### src/rtl/lcd_pkg.sv
// Shared LCD frame-buffer definitions: default widths, panel geometry and
// the arbiter grant encoding.
package lcd_pkg;

  localparam int LCD_AW       = 19;
  localparam int LCD_DW       = 24;
  localparam int LCD_WW       = 16;
  localparam int LCD_H_ACTIVE = 800;
  localparam int LCD_V_ACTIVE = 480;

  typedef enum logic [1:0] {
    G_NONE = 2'b00,
    G_DISP = 2'b01,
    G_WR   = 2'b10
  } grant_e;

endpackage

### src/rtl/lcd_rd_pipe.sv
// Read-return delay line: two-stage valid shift following display grants,
// with RAM read data captured into a single output register.
module lcd_rd_pipe
  import lcd_pkg::*;
#(
  parameter int DW = LCD_DW
) (
  input  logic          clk,
  input  logic          rst_n,
  input  logic          rd_grant,
  input  logic [DW-1:0] mem_rdata,
  output logic          rvalid,
  output logic [DW-1:0] rdata
);

  logic rd_stage;

  // Valid shift and data capture; RAM data is present the cycle after the grant.
  always_ff @(posedge clk) begin
    if (!rst_n) begin
      rd_stage <= 1'b0;
      rvalid   <= 1'b0;
      rdata    <= {DW{1'b0}};
    end else begin
      rd_stage <= rd_grant;
      rvalid   <= rd_stage;
      if (rd_stage) begin
        rdata <= mem_rdata;
      end else begin
        rdata <= rdata;
      end
    end
  end

endmodule

### src/rtl/lcd_fb_arbiter.sv
// Single-port frame-buffer arbiter: display reads always win, the writer is
// served in free cycles (never twice in a row), and writer waits are tracked.
module lcd_fb_arbiter
  import lcd_pkg::*;
#(
  parameter int AW = LCD_AW,
  parameter int DW = LCD_DW,
  parameter int WW = LCD_WW
) (
  input  logic          CLK,
  input  logic          RST_n,
  input  logic          disp_req,
  input  logic [AW-1:0] disp_addr,
  output logic          disp_rvalid,
  output logic [DW-1:0] disp_rdata,
  input  logic          wr_req,
  input  logic [AW-1:0] wr_addr,
  input  logic [DW-1:0] wr_data,
  output logic          wr_ack,
  output logic          mem_en,
  output logic          mem_we,
  output logic [AW-1:0] mem_addr,
  output logic [DW-1:0] mem_wdata,
  input  logic [DW-1:0] mem_rdata,
  output logic [WW-1:0] wr_wait_max
);

  localparam logic [WW-1:0] WAIT_SAT = {WW{1'b1}};
  localparam logic [WW-1:0] WAIT_ONE = {{(WW-1){1'b0}}, 1'b1};

  grant_e        state;
  grant_e        next_state;
  logic [WW-1:0] wait_cnt;
  logic [WW-1:0] wait_cnt_next;

  // Grant decision and writer wait accounting for the coming edge.
  always_comb begin
    next_state    = G_NONE;
    wait_cnt_next = wait_cnt;
    if (disp_req) begin
      next_state = G_DISP;
    end else if (wr_req && (state != G_WR)) begin
      next_state = G_WR;
    end else begin
      next_state = G_NONE;
    end
    // The cycle right after an ack carries a stale request; it is not a wait.
    if (next_state == G_WR) begin
      wait_cnt_next = {WW{1'b0}};
    end else if (wr_req && (state != G_WR) && (wait_cnt != WAIT_SAT)) begin
      wait_cnt_next = wait_cnt + WAIT_ONE;
    end else begin
      wait_cnt_next = wait_cnt;
    end
  end

  // Grant state, registered RAM controls and wait statistics.
  always_ff @(posedge CLK) begin
    if (!RST_n) begin
      state       <= G_NONE;
      mem_en      <= 1'b0;
      mem_we      <= 1'b0;
      wr_ack      <= 1'b0;
      mem_addr    <= {AW{1'b0}};
      mem_wdata   <= {DW{1'b0}};
      wait_cnt    <= {WW{1'b0}};
      wr_wait_max <= {WW{1'b0}};
    end else begin
      state    <= next_state;
      mem_en   <= (next_state != G_NONE);
      mem_we   <= (next_state == G_WR);
      wr_ack   <= (next_state == G_WR);
      wait_cnt <= wait_cnt_next;
      if (wait_cnt_next > wr_wait_max) begin
        wr_wait_max <= wait_cnt_next;
      end else begin
        wr_wait_max <= wr_wait_max;
      end
      case (next_state)
        G_DISP: begin
          mem_addr <= disp_addr;
        end
        G_WR: begin
          mem_addr  <= wr_addr;
          mem_wdata <= wr_data;
        end
        default: begin
          mem_addr  <= mem_addr;
          mem_wdata <= mem_wdata;
        end
      endcase
    end
  end

  lcd_rd_pipe #(.DW(DW)) u_rd_pipe (
    .clk       (CLK),
    .rst_n     (RST_n),
    .rd_grant  (state == G_DISP),
    .mem_rdata (mem_rdata),
    .rvalid    (disp_rvalid),
    .rdata     (disp_rdata)
  );

endmodule

### config.mk
export PLATFORM = sky130hd
export DESIGN_NAME = lcd_fb_arbiter
export DESIGN_NICKNAME = d
export VERILOG_FILES = /design/src/rtl/lcd_pkg.sv /design/src/rtl/lcd_rd_pipe.sv /design/src/rtl/lcd_fb_arbiter.sv
export SDC_FILE = /design/constraint.sdc
export NUM_CORES = 1
export LEC_CHECK = 0
export CORE_MARGIN = 2
export CORE_UTILIZATION = 60
export DETAILED_ROUTE_END_ITERATION = 8
export DONT_BUFFER_PORTS = 1
export GPL_TIMING_DRIVEN = 0
export PLACE_DENSITY = 0.86
export SYNTH_ARGS = -nofsm -noshare
export SYNTH_HDL_FRONTEND = slang
export SYNTH_HIERARCHICAL = 1
export SYNTH_SLANG_ARGS = --single-unit
### constraint.sdc
create_clock -name CLK -period 3.7 [get_ports CLK]
set_input_delay 0.185 -clock CLK [delete_from_list [all_inputs] [get_ports CLK]]
set_output_delay 0.185 -clock CLK [all_outputs]
set_load 0.01 [all_outputs]
# Yosys cells after proc, flatten, opt, wreduce, memory -nomap -nowiden
# Cells that the tools add are included.
# W data, S select, Z words.
[classes] reduce_logical=4 n_eq_ne=5 muxes=5 n_addsub=1 order_cmp=1
[op_table] cell="$pmux W19 S2" count=1
[op_table] cell="$mux W16" count=2
[op_table] cell="$add A16 B1 Y16 const B" count=1
[op_table] cell="$gt A16 B16 Y1" count=1
[op_table] cell="$ne A16 B16 Y1 const B" count=1
[op_table] cell="$eq A2 B1 Y1 const B" count=2
[op_table] cell="$mux W2" count=2
[op_table] cell="$reduce_bool A2 Y1" count=2
[op_table] cell="$eq A2 B2 Y1 const B" count=1
[op_table] cell="$logic_and A1 B1 Y1" count=2
[op_table] cell="$ne A2 B2 Y1 const B" count=1
[word_totals] in_bits=90 register_bits=105

# Depth between registers and ports, before layout
# Gate-level depths: netlist of run 1.
[depth] depth_word=7 ltp_mapped=15 mapped_depth_nobuf=13

# By module
# The synthesis of run 1 kept the hierarchy.
[by_module_without_submodules] mod="lcd_fb_arbiter" n_inst=1 area_each_um2=3856.2 seq_area_each_um2=1561.5 cells_per_inst=458
[by_module_without_submodules] mod="lcd_rd_pipe" n_inst=1 area_each_um2=982.2 seq_area_each_um2=520.5 cells_per_inst=81

# Worst setup path after synthesis of run 1
# OpenSTA, ideal clock, no wires.
[synth_timing] kind="reg2reg" startpoint="register wait_cnt[0]" endpoint="register wr_wait_max[10]" slack_ps=364 period_less_slack_ps=3336 arrival_ps=3221 required_time_ps=3584 path_stages_with_launch=15 cell_sequence="dfxtp_1 ha_1 nand4_2 or2_1 nor4_2 xnor2_1 nor2_1 ha_1 nand4_1 or4_1 buf_2 and2_1 buf_2 buf_2 a31o_1"
[synth_via] elab_chain_len=5 elab_cells_between_ends=6
[synth_rtl] item="start: declaration" line_no="lcd_fb_arbiter.sv:33" rtl="logic [WW-1:0] wait_cnt;"
[synth_rtl] item="start signal: assignment" line_no="lcd_fb_arbiter.sv:66" rtl="wait_cnt <= {WW{1'b0}};"
[synth_rtl] item="start signal: assignment" line_no="lcd_fb_arbiter.sv:73" rtl="wait_cnt <= wait_cnt_next;"
[synth_rtl] item="parallel branches: the longest is 2 deep, another holds $add A16 B1 Y16"
[synth_rtl] item="$mux W16 (*)" line_no="lcd_fb_arbiter.sv:50" rtl="end else if (wr_req && (state != G_WR) && (wait_cnt != WAIT_SAT)) begin"
[synth_rtl] item="$mux W16 (*)" line_no="lcd_fb_arbiter.sv:48" rtl="if (next_state == G_WR) begin"
[synth_rtl] item="named net wait_cnt_next[14]" line_no="lcd_fb_arbiter.sv:34" rtl="logic [WW-1:0] wait_cnt_next;"
[synth_rtl] item="$gt A16 B16 Y1 (*)" line_no="lcd_fb_arbiter.sv:74" rtl="if (wait_cnt_next > wr_wait_max) begin"
[synth_rtl] item="end signal: assignment" line_no="lcd_fb_arbiter.sv:67" rtl="wr_wait_max <= {WW{1'b0}};"
[synth_rtl] item="end signal: assignment" line_no="lcd_fb_arbiter.sv:75" rtl="wr_wait_max <= wait_cnt_next;"
[synth_rtl] item="end signal: assignment" line_no="lcd_fb_arbiter.sv:77" rtl="wr_wait_max <= wr_wait_max;"
[synth_rtl] item="end: declaration" line_no="lcd_fb_arbiter.sv:25" rtl="output logic [WW-1:0] wr_wait_max"
# Mark *: on every way through the listed nets, which the timed path passes.
# A chain may end at the register's enable or synchronous reset.

# Worst setup path after layout of run 1
# Ends and elaborated chain as after synthesis.

==> qor.csv, run 1 <==
metric,value,unit
worstPathMaxFanout,10,
fillers,540,
reg2reg_depth,14,
critPathRequiredTime,3.96,ns
num_vias,3933,
synthCells,539,
worstHoldPathCells,2,
synth-compound-area-share,0.1267,
hold_start,mem_rdata[1],
synth_top_family_by_area,simple AND/OR/NAND/NOR gates,
insertion_delay,0.36,ns
most-common-layout-cells,"dfxtp_1, nand2_1, mux2i_1",
synth_mux_area_frac,0.09103,
rows,32,
drv_cap,0,
die_y,93.80,um
power,2.198,mW
cp-startpoint,wait_cnt[0],
routed_wl,11960,um
p_per_area,390.7,mW/mm^2
io_buffers,0,
status,"complete, no violations",
syn_nets,646,
cts_htree_levels,3,
yosys.area.top_type,dfxtp_1,
grt_usage,0.2637,
regToRegStartpoint,wait_cnt[0],
avgViaCountPerCell,5.635,
drt_first_pass_iters,4,
syn_to_final_growth,16.29,%
final-hold-violation-count,0,
cts-root-buf,clkbuf_8,
slew_headroom,0.6700,
cts_sinks,104,
yosys.area_share.simple,0.2410,
ys_ff_latch,104,
grt_overflow,0,
syn-cell-area,0.004838,sq mm
synth_cell_types,54,
rr_endpoint,wr_wait_max[10],
ys_seq_area_frac,0.4303,
avgSynthCellArea,8.977,sq um
cp.arrival,3.82,ns
start_util,0.6229,
skew,0.01068,ns
cts_tree,yes,
synth_ff_type,dfxtp_1,
start_kind,flip-flop,
drt_iter0_drc,184,
core_area,0.007767,sq mm
hold_class,in2reg,
hpwl,8272,um
dieArea,0.008798,sq mm
worstHoldEndpoint,u_rd_pipe/rdata[1],
antenna_cells,0,
setup_viol,0,
drive_gt1_frac,0.1057,
period_share,0.9623,
leakagePower,2.153,nW
grt_max_degree,17,
cts.reportedPaths.clkPinSlew,0.09,ns
ir_drop,0.2674,mV
crit_type,reg2reg,
ant_nets,0,
slew_violations,0,
clk_path_buf_depth,2,
synth_async_sr_flop_share,0,
synth_top_area_share,0.4303,
synth-warning-count,6,
synth_edf_count,0,
regToRegSetupSlack,0.14,ns
wl_per_cell,17.13,um
die_w,93.80,um
postLayoutSetupSlackWorst,0.1395,ns
grt_pass1_vias,3744,
worstMarginPinSlew,0.4951,ns
numCtsBuffers,9,
min_period,3.560,ns
layout_commonest_cell,dfxtp_1,
antenna_found_initial,0,
synth_adder_area_share,0.04396,
ios,177,
crit_path_end_kind,flip-flop,
drc,0,
pre_cts_slack,-0.1812,ns
max_freq,280.9,MHz
globalplace.congestion,0.9460,
yosys.area_share.xor_xnor,0.01448,
grt_first_pass_wirelength,18260,um
synth_area_leaders,"dfxtp_1, mux2i_1, nand2_1",
nNetsFinal,698,
area by class of cell:
cell class              instances  area, sq um  share of cell area
clock inverters                 5        56.30             0.01001
repair buffers                 42        402.9             0.07160
plain buffers                  33        183.9             0.03269
clock buffers                  11        131.4             0.02335
well taps                     102        127.6             0.02268
inverters                      20        75.07             0.01334
flip-flops and latches        104         2091              0.3716
multi-input cells             381         2559              0.4547
worst max-delay path by stage:
stage | endpoint | slack (ns) | depth (start not counted)
global placement | wr_wait_max[13] | -0.16 | 14
detailed placement | wr_wait_max[10] | -0.18 | 14
global route | wr_wait_max[10] | -0.009 | 14
finish | wr_wait_max[10] | 0.14 | 14
CTS | wr_wait_max[10] | 0.01 | 14
floorplan | wr_wait_max[10] | 0.36 | 14
cell families after synthesis:
kind of cell             Yosys count
adder cells (fa/ha/maj)           17
AND/OR/NAND/NOR                  220
XOR/XNOR                           8
multiplexers                      44
buffers and inverters             54
AO/OA/AOI/OAI                     92
flip-flops                       104
through the flow:
stage                     cells  instance area (sq um)   TNS [ns]    util  hold WS (ns)
after floorplan             539                   4838          0       -        0.3132
after global routing        698                   5627  -0.009133  0.7244       0.01005
after detailed placement    641                   4966     -1.671  0.6393        0.3238
final                       698                   5627          0  0.7244       0.01894
after global placement      641                   4966     -1.311  0.6393        0.3167
after CTS                   693                   5534          0  0.7125     0.0009339
per-layer routing:
metal,global-route usage,part of all wire,vias up
met5,0,0,-
met4,0.08092,0.012,0
met3,0.07303,0.069,12
met2,0.4726,0.53,120
met1,0.3038,0.39,1872
li1,-,-,1929
where the power goes:
group	switching [mW]	internal [mW]	total, mW
Combinational	0.171	0.135	0.305
Clock	0.368	0.314	0.682
Sequential	0.0500	1.16	1.21
synthesized netlist by cell type, types with 2 or more instances:
library cell    n
xnor2_1         7
o211ai_1        2
dfxtp_1       104
nor3b_1         2
nand3_1         5
inv_1          20
buf_2           6
nand2_1        93
nor2_1         11
nor4_1          2
nor2b_1        27
a21oi_1        19
a31o_1          2
mux2i_1        44
nor4b_1         3
a21o_1          4
nor3_1          7
ha_1           17
a31o_2          5
and4_1          2
clkbuf_1       24
or3_1           2
buf_12          2
nand4_1        12
a21boi_0       24
and2_1         38
nor2_2          2
a41oi_1         2
o21ai_0        26
critical path: stages, from the launching register on:
cell      delay, ns
dfxtp_2        0.38
ha_4           0.16
nand4_4        0.13
or2_4          0.31
nor4_4         0.30
xnor2_1        0.16
nor2_1         0.10
ha_1           0.33
nand4_1        0.15
or4_1          0.54
buf_2          0.18
and2_1         0.15
buf_2          0.16
clkbuf_4       0.20
a31o_1         0.22
flip-flops by register name, indices dropped and copies added (netlist names):
register and cells:
mem_wdata 24, u_rd_pipe/rdata 24, mem_addr 19, wait_cnt 16, wr_wait_max 16, mem_en 1, mem_we 1, state 1
u_rd_pipe/rd_stage 1, u_rd_pipe/rvalid 1
what timing repair did:
action | in CTS | in global routing
endpoints found under the setup margin | 16 | 16
hold buffers | 35 | 0
pin swaps | 2 | 4
endpoints found under the hold margin | 37 | 0
gates resized for setup | 4 | 16
setup buffers | 2 | 5
(Power assumes the default switching activity.)
==> inputs of run 2 (changes only) <==
--- a/config.mk
+++ b/config.mk
@@ -5,12 +5,14 @@
 export SDC_FILE = /design/constraint.sdc
 export NUM_CORES = 1
 export LEC_CHECK = 0
+export CELL_PAD_IN_SITES_DETAIL_PLACEMENT = 0
+export CELL_PAD_IN_SITES_GLOBAL_PLACEMENT = 1
 export CORE_MARGIN = 2
-export CORE_UTILIZATION = 60
+export CORE_UTILIZATION = 46
 export DETAILED_ROUTE_END_ITERATION = 8
 export DONT_BUFFER_PORTS = 1
 export GPL_TIMING_DRIVEN = 0
-export PLACE_DENSITY = 0.86
+export PLACE_DENSITY = 0.89
 export SYNTH_ARGS = -nofsm -noshare
 export SYNTH_HDL_FRONTEND = slang
 export SYNTH_HIERARCHICAL = 1
==> qor.csv, run 2 (synthesis results as in run 1) <==
metric,value,unit,change
hpwl,8637,um,was 8272 um
worstMarginPinSlew,0.5368,ns,was 0.4951 ns
worstPathMaxFanout,10,,unchanged
status,"complete, no violations",,unchanged
core_area,0.01028,sq mm,was 0.007767 sq mm
final-hold-violation-count,0,,unchanged
die_w,106.6,um,was 93.80 um
antenna_cells,0,,unchanged
antenna_found_initial,0,,unchanged
start_kind,flip-flop,,unchanged
crit_top_cell,buf_2,,unchanged
rows,37,,was 32
cts-root-buf,clkbuf_8,,unchanged
critPathRequiredTime,3.96,ns,about the same
fillers,915,,was 540
grt_overflow,0,,unchanged
ant_nets,0,,unchanged
cp.arrival,3.81,ns,was 3.82 ns
crit_type,reg2reg,,unchanged
drt_iter0_drc,273,,was 184
ios,177,,unchanged
drive_gt1_frac,0.1045,,was 0.1057
worstHoldPathCells,2,,unchanged
slowest_stage,or4_1,,unchanged
cts_htree_levels,3,,unchanged
nNetsFinal,708,,was 698
crit_chain,ha_2 > nand4_4 > or3_1 > and4_1 > nor3_2 > ha_1 > nand4_1 > or4_1 > buf_2 > and2_1 > buf_2 > buf_4 > a31o_1,,was ha_4 > nand4_4 > or2_4 > nor4_4 > xnor2_1 > nor2_1 > ha_1 > nand4_1 > or4_1 > buf_2 > and2_1 > buf_2 > clkbuf_4 > a31o_1
grt_pass1_vias,3913,,was 3744
setup_viol,0,,unchanged
grt_first_pass_wirelength,19160,um,was 18260 um
globalplace.congestion,0.8711,,was 0.9460
cts_sinks,104,,unchanged
crit_path_end_kind,flip-flop,,unchanged
top_regs,"mem_wdata x24, u_rd_pipe/rdata x24, mem_addr x19",,unchanged
dieArea,0.01136,sq mm,was 0.008798 sq mm
syn_to_final_growth,19.21,%,was 16.29%
drv_cap,0,,unchanged
critPathMaxStageDelay,0.55,ns,was 0.54 ns
min_period,3.556,ns,was 3.560 ns
path_buf_inv,3,,unchanged
io_buffers,0,,unchanged
numCtsBuffers,9,,unchanged
slew_violations,0,,unchanged
stdcell_count,739,,was 698
leakagePower,2.189,nW,was 2.153 nW
start_util,0.4708,,was 0.6229
slew_headroom,0.6422,,was 0.6700
most-common-layout-cells,"dfxtp_1, nand2_1, dlygate4sd3_1",,"was dfxtp_1, nand2_1, mux2i_1"
final_area,0.005768,sq mm,was 0.005627 sq mm
placed_cell_area,0.005009,sq mm,was 0.004966 sq mm
avgViaCountPerCell,5.279,,was 5.635
routed_wl,12310,um,was 11960 um
critical-path-top-delay-family,simple AND/OR/NAND/NOR gates,,unchanged
crit_cells,13,,was 14
clk_path_buf_depth,2,,unchanged
period_share,0.9612,,was 0.9623
wl_per_cell,16.66,um,was 17.13 um
p_per_area,383.3,mW/mm^2,was 390.7 mW/mm^2
grt_usage,0.2129,,was 0.2637
max_freq,281.2,MHz,was 280.9 MHz
hold_class,in2reg,,unchanged
drt_first_pass_iters,4,,unchanged
ir_drop,0.2517,mV,was 0.2674 mV
layout_commonest_cell,dfxtp_1,,unchanged
insertion_delay,0.37,ns,was 0.36 ns
placed_cells,675,,was 641
cts.reportedPaths.clkPinSlew,0.10,ns,was 0.09 ns
drc,0,,unchanged
reg2reg_depth,13,,was 14
num_vias,3901,,was 3933
grt_max_degree,16,,was 17
cts_tree,yes,,unchanged
skew,0.01136,ns,was 0.01068 ns
die_y,106.6,um,was 93.80 um
[run 2: final timing paths]
kind                       from  slack, ns                   to
setup / recovery    wait_cnt[1]       0.14      wr_wait_max[10]
hold / removal    mem_rdata[16]       0.02  u_rd_pipe/rdata[16]
setup reg to reg    wait_cnt[1]       0.14      wr_wait_max[10]
hold reg to reg   mem_wdata[10]       0.52        mem_wdata[10]
[run 2: metal layers]
layer  track usage  up-vias  wire, um
li1              -     1954         -
met1        0.2462     1822      5206
met2        0.3708      115      6060
met3       0.06990       10       863
met4       0.06772        0       180
met5             0        -         0
[run 2: worst register-to-register path: cells and delay by family, from the launching register on]
family / cells / cell delay [ns]
AND/OR/NAND/NOR: 7 / 1.94
buffers and inverters: 3 / 0.51
adder cells (fa/ha/maj): 2 / 0.41
flip-flops: 1 / 0.36
AO/OA/AOI/OAI: 1 / 0.22
[run 2: what timing repair did]
| item | CTS | global route |
|---|---|---|
| hold buffers | 43 | 2 |
| endpoints found under the hold margin | 42 | 2 |
| gates resized for setup | 7 | 14 |
| endpoints found under the setup margin | 16 | 16 |
| pin swaps | 2 | 5 |
| buffers inserted | 4 | 3 |
[run 2: final cells by class]
| class | count | area (sq um) | area share |
|---|---|---|---|
| plain buffers | 33 | 185.2 | 0.03210 |
| clock buffers | 10 | 137.6 | 0.02386 |
| clock inverters | 3 | 45.04 | 0.007809 |
| inverters | 20 | 75.07 | 0.01302 |
| multi-input cells | 381 | 2566 | 0.4449 |
| flip-flops and latches | 104 | 2086 | 0.3616 |
| well taps | 136 | 170.2 | 0.02950 |
| repair buffers | 52 | 503.0 | 0.08720 |
[run 2: where the power goes]
| group | total [mW] | internal (mW) | switching, mW |
|---|---|---|---|
| clock | 0.688 | 0.320 | 0.368 |
| sequential | 1.21 | 1.16 | 0.0496 |
| combinational | 0.312 | 0.140 | 0.173 |
[run 2: through the flow]
stage	hold WS (ns)	power [mW]	worst slack, ns	utilization	setup TNS (ns)
global placement	0.3178	1.484	-0.2630	0.4873	-2.651
floorplan	0.3132	1.421	0.3637	-	0
CTS	0.001443	2.227	0.0008180	0.5524	0
finish	0.02322	2.211	0.1436	0.5612	0
detailed placement	0.3229	1.494	-0.3113	0.4873	-3.259
global route	0.01014	2.321	-0.04329	0.5612	-0.04329
==> inputs of run 3 (changes only) <==
--- a/config.mk
+++ b/config.mk
@@ -11,7 +11,7 @@
 export CORE_UTILIZATION = 46
 export DETAILED_ROUTE_END_ITERATION = 8
 export DONT_BUFFER_PORTS = 1
-export GPL_TIMING_DRIVEN = 0
+export GPL_TIMING_DRIVEN = 1
 export PLACE_DENSITY = 0.89
 export SYNTH_ARGS = -nofsm -noshare
 export SYNTH_HDL_FRONTEND = slang
==> qor.csv, run 3 (synthesis results as in run 1) <==
metric,value,unit,change
ios,177,,unchanged
avgViaCountPerCell,5.412,,was 5.279
num_vias,3875,,was 3901
hold_class,in2reg,,unchanged
slew_violations,0,,unchanged
cp.arrival,3.72,ns,was 3.81 ns
start_util,0.4708,,unchanged
period_share,0.9359,,was 0.9612
crit_chain,ha_1 > nand4_4 > or2_1 > nor4_2 > xnor2_1 > nor2_1 > ha_1 > nand4_1 > or4_1 > and2_1 > buf_4 > a31o_2,,was ha_2 > nand4_4 > or3_1 > and4_1 > nor3_2 > ha_1 > nand4_1 > or4_1 > buf_2 > and2_1 > buf_2 > buf_4 > a31o_1
critPathRequiredTime,3.95,ns,was 3.96 ns
regToRegSetupSlack,0.24,ns,was 0.14 ns
reg2reg_depth,12,,was 13
drc,0,,unchanged
wl_per_cell,16.22,um,was 16.66 um
grt_pass1_vias,3644,,was 3913
clk_path_buf_depth,2,,unchanged
setup_viol,0,,unchanged
grt_first_pass_wirelength,18100,um,was 19160 um
antenna_found_initial,0,,unchanged
skew,0.01197,ns,was 0.01136 ns
numCtsBuffers,9,,unchanged
max_freq,288.8,MHz,was 281.2 MHz
grt_overflow,0,,unchanged
die_y,106.6,um,unchanged
cts.reportedPaths.clkPinSlew,0.10,ns,about the same
grt_max_degree,103,,was 16
drive_gt1_frac,0.09310,,was 0.1045
top_regs,"mem_wdata x24, u_rd_pipe/rdata x24, mem_addr x19",,unchanged
fin_tns_setup,0,ns,unchanged
critPathMaxStageDelay,0.58,ns,was 0.55 ns
regToRegStartpoint,wait_cnt[1],,unchanged
antenna_cells,0,,unchanged
hpwl,7756,um,was 8637 um
dieArea,0.01136,sq mm,unchanged
status,"complete, no violations",,unchanged
globalplace.congestion,0.8559,,was 0.8711
cts-root-buf,clkbuf_8,,unchanged
grt_usage,0.1996,,was 0.2129
crit_top_cell,ha_1,,was buf_2
insertion_delay,0.36,ns,was 0.37 ns
p_per_area,407.6,mW/mm^2,was 383.3 mW/mm^2
worstPathMaxFanout,10,,unchanged
cts_sinks,104,,unchanged
layout_commonest_cell,dfxtp_1,,unchanged
crit_path_end_kind,flip-flop,,unchanged
crit_type,reg2reg,,unchanged
most-common-layout-cells,"dfxtp_1, nand2_1, mux2i_1",,"was dfxtp_1, nand2_1, dlygate4sd3_1"
slowest_stage,or4_1,,unchanged
cts_tree,yes,,unchanged
path_buf_inv,1,,was 3
cts_htree_levels,3,,unchanged
ff_latch_area,0.002082,sq mm,was 0.002086 sq mm
min_period,3.463,ns,was 3.556 ns
drt_iter0_drc,366,,was 273
syn_to_final_growth,16.65,%,was 19.21%
crit_cells,12,,was 13
crit_end,wr_wait_max[6],,was wr_wait_max[10]
routed_wl,11620,um,was 12310 um
cp-startpoint,wait_cnt[1],,unchanged
final-hold-violation-count,0,,unchanged
start_kind,flip-flop,,unchanged
nNetsFinal,682,,was 708
rr_endpoint,wr_wait_max[6],,was wr_wait_max[10]
ant_nets,0,,unchanged
leakagePower,2.161,nW,was 2.189 nW
rsz0062_at_grt,false,,
die_w,106.6,um,unchanged
core_area,0.01028,sq mm,unchanged
worstMarginPinSlew,0.6063,ns,was 0.5368 ns
io_buffers,0,,unchanged
drv_cap,0,,unchanged
rows,37,,unchanged
drt_first_pass_iters,4,,unchanged
ir_drop,0.1957,mV,was 0.2517 mV
multiInputGateArea,0.002516,sq mm,was 0.002566 sq mm
power,2.300,mW,was 2.211 mW
slew_headroom,0.5952,,was 0.6422
critical-path-top-delay-family,simple AND/OR/NAND/NOR gates,,unchanged
fillers,940,,was 915
-- run 3: worst min path at each step --
stage / startpoint / depth (start not counted) / slack [ns] / to
2_1_floorplan: RST_n / 1 / 0.31 / u_rd_pipe/rdata[0]
3_3_place_gp: disp_req / 1 / 0.31 / state[0]
3_5_place_dp: disp_req / 1 / 0.31 / state[0]
4_1_cts: mem_rdata[13] / 2 / 0.00009 / u_rd_pipe/rdata[13]
5_1_grt: mem_rdata[20] / 2 / 0.002 / u_rd_pipe/rdata[20]
6_report: mem_rdata[20] / 2 / 0.01 / u_rd_pipe/rdata[20]
-- run 3: worst register-to-register path, stage by stage, from the launching register on --
cell	delay, ns
dfxtp_1	0.38
ha_1	0.24
nand4_4	0.17
or2_1	0.32
nor4_2	0.31
xnor2_1	0.17
nor2_1	0.09
ha_1	0.36
nand4_1	0.16
or4_1	0.58
and2_1	0.17
buf_4	0.17
a31o_2	0.25
-- run 3: layer usage --
layer / vias up / routed length (um) / share of wire / track usage
met5: - / 0 / 0 / 0
met4: 0 / 150 / 0.013 / 0.06772
met3: 15 / 909 / 0.078 / 0.05028
met2: 154 / 5648 / 0.49 / 0.3380
met1: 1803 / 4908 / 0.42 / 0.2464
li1: 1903 / - / - / -
-- run 3: what timing repair did --
item	4_1_cts	5_1_grt
setup endpoints to repair	0	16
gates resized for setup	0	1
hold endpoints to repair	99	0
hold buffers	43	0
buffers inserted	0	1
-- run 3: final cells by class --
type	count	area share
flip-flops and latches	104	0.3689
clock buffers	10	0.02438
clock inverters	6	0.01685
multi-input cells	381	0.4458
well taps	136	0.03015
inverters	20	0.01330
repair buffers	59	0.1006
-- run 3: stage by stage --
stage            util  hold slack (ns)  cells  setup slack [ns]  instance area (sq um)
2_1_floorplan       -           0.3132    539            0.3637                   4838
3_3_place_gp   0.4814           0.3101    656            0.3083                   4947
3_5_place_dp   0.4814           0.3126    656            0.2110                   4947
4_1_cts        0.5476       0.00008529    715            0.1747                   5628
5_1_grt        0.5492         0.001938    716           0.05195                   5644
6_report       0.5492          0.01024    716            0.2370                   5644
-- run 3: where the power goes --
group	leakage (nW)	total, mW	switching (mW)	internal (mW)
Sequential	0.848	1.21	0.0511	1.16
Clock	0.118	0.803	0.394	0.410
Combinational	1.19	0.285	0.152	0.133
Total	2.16	2.30	0.597	1.70
